===== config.mk =====
export PLATFORM = sky130hd
export DESIGN_NAME = mem_port_arbiter
export DESIGN_NICKNAME = d
export VERILOG_FILES = /design/src/rtl/mem_port_arbiter.sv
export SDC_FILE = /design/constraint.sdc
export NUM_CORES = 1
export LEC_CHECK = 0
export CAP_MARGIN = 30
export CORE_ASPECT_RATIO = 1.75
export CORE_MARGIN = 4
export CORE_UTILIZATION = 41
export DETAILED_ROUTE_END_ITERATION = 12
export PLACE_DENSITY = 0.87
export SYNTH_ARGS = -nofsm -noshare
export SYNTH_HDL_FRONTEND = slang
export SYNTH_SLANG_ARGS = --single-unit
export TNS_END_PERCENT = 10

===== constraint.sdc =====
create_clock -name clk_i -period 2 [get_ports clk_i]
set_input_delay 0.4 -clock clk_i [delete_from_list [all_inputs] [get_ports clk_i]]
set_output_delay 0.4 -clock clk_i [all_outputs]
set_load 0.03 [all_outputs]

===== src/rtl/mem_port_arbiter.sv =====
// mem_port_arbiter
// Shares one single-outstanding memory port between the instruction-fetch
// requester (I) and the load/store requester (D). D has priority, but after
// STARVE_LIM consecutive D grants with I waiting, I is granted. All outputs
// are registered.
//
// Optional build macro: ARB_TIMEOUT_EN
//   When defined, an access that sees no m_ack_i for TIMEOUT BUSY cycles is
//   aborted: the owner gets rdata 32'hDEAD_BEEF with rvalid and err_o.
//   When undefined, the arbiter waits indefinitely and err_o is tied low.
//
// state  | meaning
// IDLE   | no transaction, arbitrating every cycle
// BUSY_I | fetch access outstanding on the memory port
// BUSY_D | load/store access outstanding on the memory port
// RESP   | owner's rvalid cycle; arbitrates for the next access
module mem_port_arbiter #(
  parameter int ADDR_W     = 32,
  parameter int STARVE_LIM = 4,
  parameter int TIMEOUT    = 64
) (
  input  logic              clk_i,
  input  logic              rst_i,
  input  logic              if_req_i,
  input  logic [ADDR_W-1:0] if_addr_i,
  output logic              if_gnt_o,
  output logic              if_rvalid_o,
  output logic [31:0]       if_rdata_o,
  input  logic              d_req_i,
  input  logic              d_we_i,
  input  logic [ADDR_W-1:0] d_addr_i,
  input  logic [31:0]       d_wdata_i,
  input  logic [3:0]        d_wstrb_i,
  output logic              d_gnt_o,
  output logic              d_rvalid_o,
  output logic [31:0]       d_rdata_o,
  output logic              m_req_o,
  output logic              m_we_o,
  output logic [ADDR_W-1:0] m_addr_o,
  output logic [31:0]       m_wdata_o,
  output logic [3:0]        m_wstrb_o,
  input  logic              m_ack_i,
  input  logic [31:0]       m_rdata_i,
  output logic              err_o
);

  localparam logic [1:0] IDLE   = 2'd0;
  localparam logic [1:0] BUSY_I = 2'd1;
  localparam logic [1:0] BUSY_D = 2'd2;
  localparam logic [1:0] RESP   = 2'd3;

  localparam logic [3:0] LIM = 4'(STARVE_LIM);

  logic [1:0]        state_q, state_d;
  logic [3:0]        d_streak_q, d_streak_d;
  logic              if_gnt_q, if_gnt_d;
  logic              if_rvalid_q, if_rvalid_d;
  logic [31:0]       if_rdata_q, if_rdata_d;
  logic              d_gnt_q, d_gnt_d;
  logic              d_rvalid_q, d_rvalid_d;
  logic [31:0]       d_rdata_q, d_rdata_d;
  logic              m_req_q, m_req_d;
  logic              m_we_q, m_we_d;
  logic [ADDR_W-1:0] m_addr_q, m_addr_d;
  logic [31:0]       m_wdata_q, m_wdata_d;
  logic [3:0]        m_wstrb_q, m_wstrb_d;

  logic win_d, win_i;

`ifdef ARB_TIMEOUT_EN
  localparam int TO_W = $clog2(TIMEOUT + 1);
  localparam logic [TO_W-1:0] TO_LIM = TO_W'(TIMEOUT);
  logic [TO_W-1:0] to_cnt_q, to_cnt_d;
  logic            err_q, err_d;
`else
  logic unused_timeout;
  assign unused_timeout = (TIMEOUT != 0);
`endif

  // Arbitration decision: D wins unless I has been starved STARVE_LIM times.
  always_comb begin
    win_d = d_req_i && (!if_req_i || (d_streak_q < LIM));
    win_i = if_req_i && !win_d;
  end

  // Next-state and next-output logic for the whole arbiter.
  always_comb begin
    state_d     = state_q;
    d_streak_d  = d_streak_q;
    if_gnt_d    = 1'b0;
    if_rvalid_d = 1'b0;
    if_rdata_d  = if_rdata_q;
    d_gnt_d     = 1'b0;
    d_rvalid_d  = 1'b0;
    d_rdata_d   = d_rdata_q;
    m_req_d     = m_req_q;
    m_we_d      = m_we_q;
    m_addr_d    = m_addr_q;
    m_wdata_d   = m_wdata_q;
    m_wstrb_d   = m_wstrb_q;
`ifdef ARB_TIMEOUT_EN
    to_cnt_d    = to_cnt_q;
    err_d       = 1'b0;
`endif

    case (state_q)
      IDLE, RESP: begin
        if (win_d) begin
          state_d    = BUSY_D;
          d_gnt_d    = 1'b1;
          m_req_d    = 1'b1;
          m_we_d     = d_we_i;
          m_addr_d   = d_addr_i;
          m_wdata_d  = d_wdata_i;
          m_wstrb_d  = d_wstrb_i;
          if (if_req_i) begin
            d_streak_d = (d_streak_q == LIM) ? LIM : d_streak_q + 4'd1;
          end else begin
            d_streak_d = 4'd0;
          end
`ifdef ARB_TIMEOUT_EN
          to_cnt_d   = '0;
`endif
        end else if (win_i) begin
          state_d    = BUSY_I;
          if_gnt_d   = 1'b1;
          m_req_d    = 1'b1;
          m_we_d     = 1'b0;
          m_addr_d   = if_addr_i;
          m_wdata_d  = 32'd0;
          m_wstrb_d  = 4'd0;
          d_streak_d = 4'd0;
`ifdef ARB_TIMEOUT_EN
          to_cnt_d   = '0;
`endif
        end else begin
          state_d = IDLE;
        end
      end

      BUSY_I, BUSY_D: begin
        if (m_ack_i) begin
          state_d = RESP;
          m_req_d = 1'b0;
          if (state_q == BUSY_D) begin
            d_rdata_d  = m_rdata_i;
            d_rvalid_d = 1'b1;
          end else begin
            if_rdata_d  = m_rdata_i;
            if_rvalid_d = 1'b1;
          end
        end
`ifdef ARB_TIMEOUT_EN
        else if (to_cnt_q == TO_LIM) begin
          state_d = RESP;
          m_req_d = 1'b0;
          err_d   = 1'b1;
          if (state_q == BUSY_D) begin
            d_rdata_d  = 32'hDEAD_BEEF;
            d_rvalid_d = 1'b1;
          end else begin
            if_rdata_d  = 32'hDEAD_BEEF;
            if_rvalid_d = 1'b1;
          end
        end else begin
          to_cnt_d = to_cnt_q + TO_W'(1);
        end
`endif
      end

      default: state_d = IDLE;
    endcase
  end

  // State and output registers with synchronous active-low reset.
  always_ff @(posedge clk_i) begin
    if (!rst_i) begin
      state_q     <= IDLE;
      d_streak_q  <= 4'd0;
      if_gnt_q    <= 1'b0;
      if_rvalid_q <= 1'b0;
      if_rdata_q  <= 32'd0;
      d_gnt_q     <= 1'b0;
      d_rvalid_q  <= 1'b0;
      d_rdata_q   <= 32'd0;
      m_req_q     <= 1'b0;
      m_we_q      <= 1'b0;
      m_addr_q    <= '0;
      m_wdata_q   <= 32'd0;
      m_wstrb_q   <= 4'd0;
    end else begin
      state_q     <= state_d;
      d_streak_q  <= d_streak_d;
      if_gnt_q    <= if_gnt_d;
      if_rvalid_q <= if_rvalid_d;
      if_rdata_q  <= if_rdata_d;
      d_gnt_q     <= d_gnt_d;
      d_rvalid_q  <= d_rvalid_d;
      d_rdata_q   <= d_rdata_d;
      m_req_q     <= m_req_d;
      m_we_q      <= m_we_d;
      m_addr_q    <= m_addr_d;
      m_wdata_q   <= m_wdata_d;
      m_wstrb_q   <= m_wstrb_d;
    end
  end

`ifdef ARB_TIMEOUT_EN
  // Timeout counter and abort flag.
  always_ff @(posedge clk_i) begin
    if (!rst_i) begin
      to_cnt_q <= '0;
      err_q    <= 1'b0;
    end else begin
      to_cnt_q <= to_cnt_d;
      err_q    <= err_d;
    end
  end

  assign err_o = err_q;
`else
  assign err_o = 1'b0;
`endif

  assign if_gnt_o    = if_gnt_q;
  assign if_rvalid_o = if_rvalid_q;
  assign if_rdata_o  = if_rdata_q;
  assign d_gnt_o     = d_gnt_q;
  assign d_rvalid_o  = d_rvalid_q;
  assign d_rdata_o   = d_rdata_q;
  assign m_req_o     = m_req_q;
  assign m_we_o      = m_we_q;
  assign m_addr_o    = m_addr_q;
  assign m_wdata_o   = m_wdata_q;
  assign m_wstrb_o   = m_wstrb_q;

endmodule


# Word-level counts from Yosys, hierarchy flattened
# Index checks and enable logic that the tools add are counted.
[word_totals]
regBits = 144
inputBits = 138
output_inout_bits = 139
word_cells = 63
[classes]
addsub = 1
order_cmp = 1
n_eq_ne = 6
mux = 23
bitwise = 3
reduce_logical = 16
[ops]
columns = ["operator", "n"]
rows = [
  ["two-way mux 32 bit", 4],
  ["two-way mux 4 bit", 5],
  ["two-way mux 1 bit", 10],
  ["AND reduction 3 bit", 3],
  ["AND reduction 2 bit", 3],
  ["adder 4 x 1 -> 4 bit, second input constant", 1],
  ["equality test 2 bit, second input constant", 2],
  ["equality test 4 x 3 -> 1 bit, second input constant", 1],
  ["< comparator 4 x 3 -> 1 bit, second input constant", 1],
  ["two-way mux 2 bit", 2],
  ["case mux 2 bit (2 select lines)", 1],
  ["OR reduction 2 bit", 2],
  ["!= test 3 bit, second input constant", 1],
  ["NOT 1 bit", 3],
  ["OR reduction 3 bit", 1],
  ["equality test 2 x 1 -> 1 bit, second input constant", 1],
  ["logical AND 1 bit", 2],
  ["zero test 1 bit", 2],
  ["zero test 2 bit", 1],
  ["!= test 2 bit, second input constant", 1],
  ["case mux 1 bit (2 select lines)", 1],
  ["nonzero test 2 bit", 1],
  ["logical OR 1 bit", 1],
]

# Depth between registers and ports, before layout
[logic_depth]
depth_word = 8
mapped_depth = 8
depth_no_buf = 5

# Least setup slack after synthesis
# Ideal clock, no wire load.
[synth_path]
path_type = "register to register"
from = "register state_q[0]"
to = "register if_rdata_q[10], in the netlist if_rdata_o[10]"
setup_time_ns = 0.116
arrival_time_ns = 1.506
setup_slack_ns = 0.378
stages_incl_launch_ff = 9
path_buffers = 3
period_less_slack_ns = 1.622
cell_sequence = "dfxtp_1 > inv_1 > ha_1 > buf_6 > or3b_1 > buf_2 > buf_6 > nand2_1 > a21boi_1"
[synth_via]
elab_chain_len = 3
elab_cells_between_ends = 5
classes_between = "eq/ne: 2; bitwise: 1; reduce/logical: 2"
[synth_lines]
columns = ["element", "line_no", "text"]
rows = [
  ["start: declaration", "54", "logic [1:0] state_q, state_d;"],
  ["start signal: assignment", "192", "state_q <= state_d;"],
  ["equality test 2 bit / equality test 2 x 1 -> 1 bit (equally long branches)", "106, 145", ""],
  ["OR reduction 2 bit / NOT 1 bit (equally long branches)", "--", ""],
  ["AND reduction 3 bit (no source line) (*)", "--", ""],
  ["end signal: assignment", "196", "if_rdata_q <= if_rdata_d;"],
  ["end: declaration", "58", "logic [31:0] if_rdata_q, if_rdata_d;"],
]
# Every way passes the cells marked *; elsewhere a longest branch is shown, timed or not.
# A chain may end at the register's enable or synchronous reset.

# Final worst setup path
[layout_path]
from = "register m_wdata_q[2], in the netlist m_wdata_o[2]"
to = "output m_wdata_o[2]"
[layout_lines]
columns = ["element", "line_no", "text"]
rows = [
  ["start: declaration", "65", "logic [31:0] m_wdata_q, m_wdata_d;"],
  ["start signal: assignment", "203", "m_wdata_q <= m_wdata_d;"],
  ["end: declaration", "40", "output logic [31:0] m_wdata_o,"],
]
# No word-level cell between the ends.

==> flow_metrics.env <==
export IMPL_synth_area_mm2=0.00577
export IMPL_portBuffers=275
export IMPL_synth_top_cell_area_share=0.500
export IMPL_setup_viol=0
export IMPL_hold_viol=0
export IMPL_final_net_count=1068
export IMPL_avgRoutedWirePerCell_um=16.9
export IMPL_setup_tns_final_ns=0
export IMPL_place_gp_congestion=0.814
export IMPL_vias=5833
export IMPL_nFillCells=1098
export IMPL_crit_family="buffers and inverters"
export IMPL_grt_pass1_vias=5667
export IMPL_htree_num_levels=4
export IMPL_drt_iter0_markers=255
export IMPL_routed_wl_um=18900
export IMPL_synth_cell_types=32
export IMPL_start_util=0.417
export IMPL_drt_pass1_iterations=5
export IMPL_postPlaceCellArea_mm2=0.00871
export IMPL_stdcell_count=1117
export IMPL_cts_sinks=144
export IMPL_synth_area_leader_cell="dfxtp_1"
export IMPL_cts_tree="built"
export IMPL_cts_resized=0
export IMPL_cp_num_buf_inv=1
export IMPL_syn_inst=681
export IMPL_rsz0062_at_grt="no"
export IMPL_layout_commonest_cell="clkdlybuf4s50_1"
export IMPL_syn_avg_cell_area_um2=8.47
export IMPL_crit_fanout=2
export IMPL_grt_first_pass_wirelength_um=28700
export IMPL_worst_ep_arrival_time_ns=1.46
export IMPL_antenna_found_initial=0
export IMPL_post_route_period_util=0.931
export IMPL_cpPeakStageDelay_ns=0.72
export IMPL_syn2layout_area_growth_pct=61.6
export IMPL_dieHeight_um=165
export IMPL_min_period_ns=1.86
export IMPL_powerDensity_mw_per_mm2=1100
export IMPL_clockBufferDepth=2
export IMPL_synthTopCellsByArea="dfxtp_1 50%, nand2_1 11%, a21boi_0 6.6%"
export IMPL_grt_usage=0.223
export IMPL_fmax_mhz=537
export IMPL_worst_path_max_delay_cell="clkdlybuf4s50_1"
export IMPL_path_class="flip-flop to primary output"
export IMPL_fp_dieW_um=97.7
export IMPL_grt_overflow_total=0
export IMPL_cap_violations=0
export IMPL_row_count=57
export IMPL_syn_num_nets=822
export IMPL_status="finished, final reports clean"
export IMPL_dp_cells=1085
export IMPL_cts_buffers_inserted=17
export IMPL_required_ns=1.60
export IMPL_ant_nets=0
export IMPL_drc_errors=0
export IMPL_ctsHoldBuffers=0
export IMPL_yosysWarnings=0
export IMPL_critPathCaptureType="primary output"
export IMPL_finalPower_uw=10300
export IMPL_clock_latency_ns=0.41
export IMPL_ys_ff_latch=144
export IMPL_ir_drop_mv=0.679
export IMPL_synthArstFlopShare=0
export IMPL_synthFlopType="dfxtp_1"
export IMPL_antenna_cells=0
export IMPL_most_common_layout_cells="273 x clkdlybuf4s50_1, 170 x nand2_1, 144 x dfxtp_1"
export IMPL_cp_start_kind="flip-flop"
export IMPL_cts_setup_buffers=0
export IMPL_hold_class="primary input to flip-flop"
export IMPL_grt_max_degree=62
export IMPL_synth_edf_count=0
export IMPL_worstPathCellList="clkdlybuf4s50_1"
export IMPL_viasPerCell=5.22
export IMPL_fin_area_mm2=0.00932
export IMPL_fin_worst_skew_ns=0.0136
export IMPL_io_pins=277
export IMPL_holdWs_ns=0.402
export IMPL_cts_root_buf="clkbuf_16"
export IMPL_drive_gt1_frac=0.0617
export IMPL_slew_viol_final=0
export IMPL_dp_final_hpwl_um=13400
export IMPL_leakage_uw=0.00332
export IMPL_path_clk_slew_ns=0.06
export IMPL_seq_area_frac_synth=0.500
export IMPL_die_area_mm2=0.0161
export IMPL_core_area_mm2=0.0138
[layout make-up]
| cell class | count | area (um^2) | share of cell area |
|---|---|---|---|
| Clock buffer | 19 | 453 | 0.0486 |
| Inverter | 5 | 18.8 | 0.00201 |
| Timing Repair Buffer | 294 | 3040 | 0.326 |
| Clock inverter | 13 | 151 | 0.0162 |
| Sequential cell | 144 | 2880 | 0.309 |
| Multi-Input combinational cell | 465 | 2550 | 0.274 |
| Tap cell | 177 | 221 | 0.0238 |
[path summary, 6_finish.rpt]
check	start	to	slack, ns	cells after the start
max reg2reg	state_q[0]	if_rdata_o[12]	0.25	7
max	m_wdata_o[2]	m_wdata_o[2]	0.14	1
min reg2reg	d_rdata_o[18]	d_rdata_o[18]	0.45	2
min	d_req_i	d_gnt_o	0.40	3
[flip-flops by register name (all words and copies together), names as in the netlist]
signal       flops
if_rvalid_o      1
d_streak_q       4
m_addr_o        32
m_wdata_o       32
m_wstrb_o        4
d_rdata_o       32
if_rdata_o      32
state_q          2
d_rvalid_o       1
m_we_o           1
if_gnt_o         1
m_req_o          1
d_gnt_o          1
[per-stage QoR]
step	worst slack, ns	util
2_1_floorplan	0.378	-
3_3_place_gp	0.118	0.630
3_5_place_dp	0.111	0.630
4_1_cts	0.114	0.673
5_1_grt	0.0819	0.673
6_report	0.138	0.673
[routing by layer]
layer	part of all wire	vias up	global-route usage	routed length (um)
li1	-	2853	-	-
met1	0.37	2729	0.229	6960
met2	0.55	212	0.422	10300
met3	0.053	39	0.0545	1010
met4	0.033	0	0.101	622
met5	0	-	0	0
[kinds of logic (layout without fill, tap and decap cells)]
family / after synthesis / after routing / share of synthesized area
simple gates: 219 / 219 / 0.165
other cells: 1 / 1 / 0.000650
compound gates: 242 / 242 / 0.268
flops: 144 / 144 / 0.500
buf+inv: 72 / 331 / 0.0599
fa+ha+maj: 3 / 3 / 0.00651
[power by group]
part | internal, uW | switching [uW] | total, uW
combinational | 1490 | 2090 | 3570
sequential | 3310 | 212 | 3520
clock | 1930 | 1270 | 3200
total | 6720 | 3570 | 10300
[cell usage after synthesis, types with 2 or more instances]
| master | number |
|---|---|
| buf_4 | 4 |
| dfxtp_1 | 144 |
| clkbuf_1 | 31 |
| a32oi_1 | 2 |
| buf_6 | 4 |
| nand2_1 | 170 |
| and2_1 | 2 |
| nand4_1 | 37 |
| a31oi_1 | 32 |
| buf_2 | 23 |
| a21oi_1 | 34 |
| o21ai_0 | 65 |
| buf_1 | 4 |
| ha_1 | 3 |
| nor2b_1 | 2 |
| o31ai_1 | 2 |
| a21boi_0 | 51 |
| nor2_1 | 2 |
| inv_1 | 5 |
| o21a_1 | 2 |
| a21boi_1 | 51 |
(Power assumes the default switching activity.)
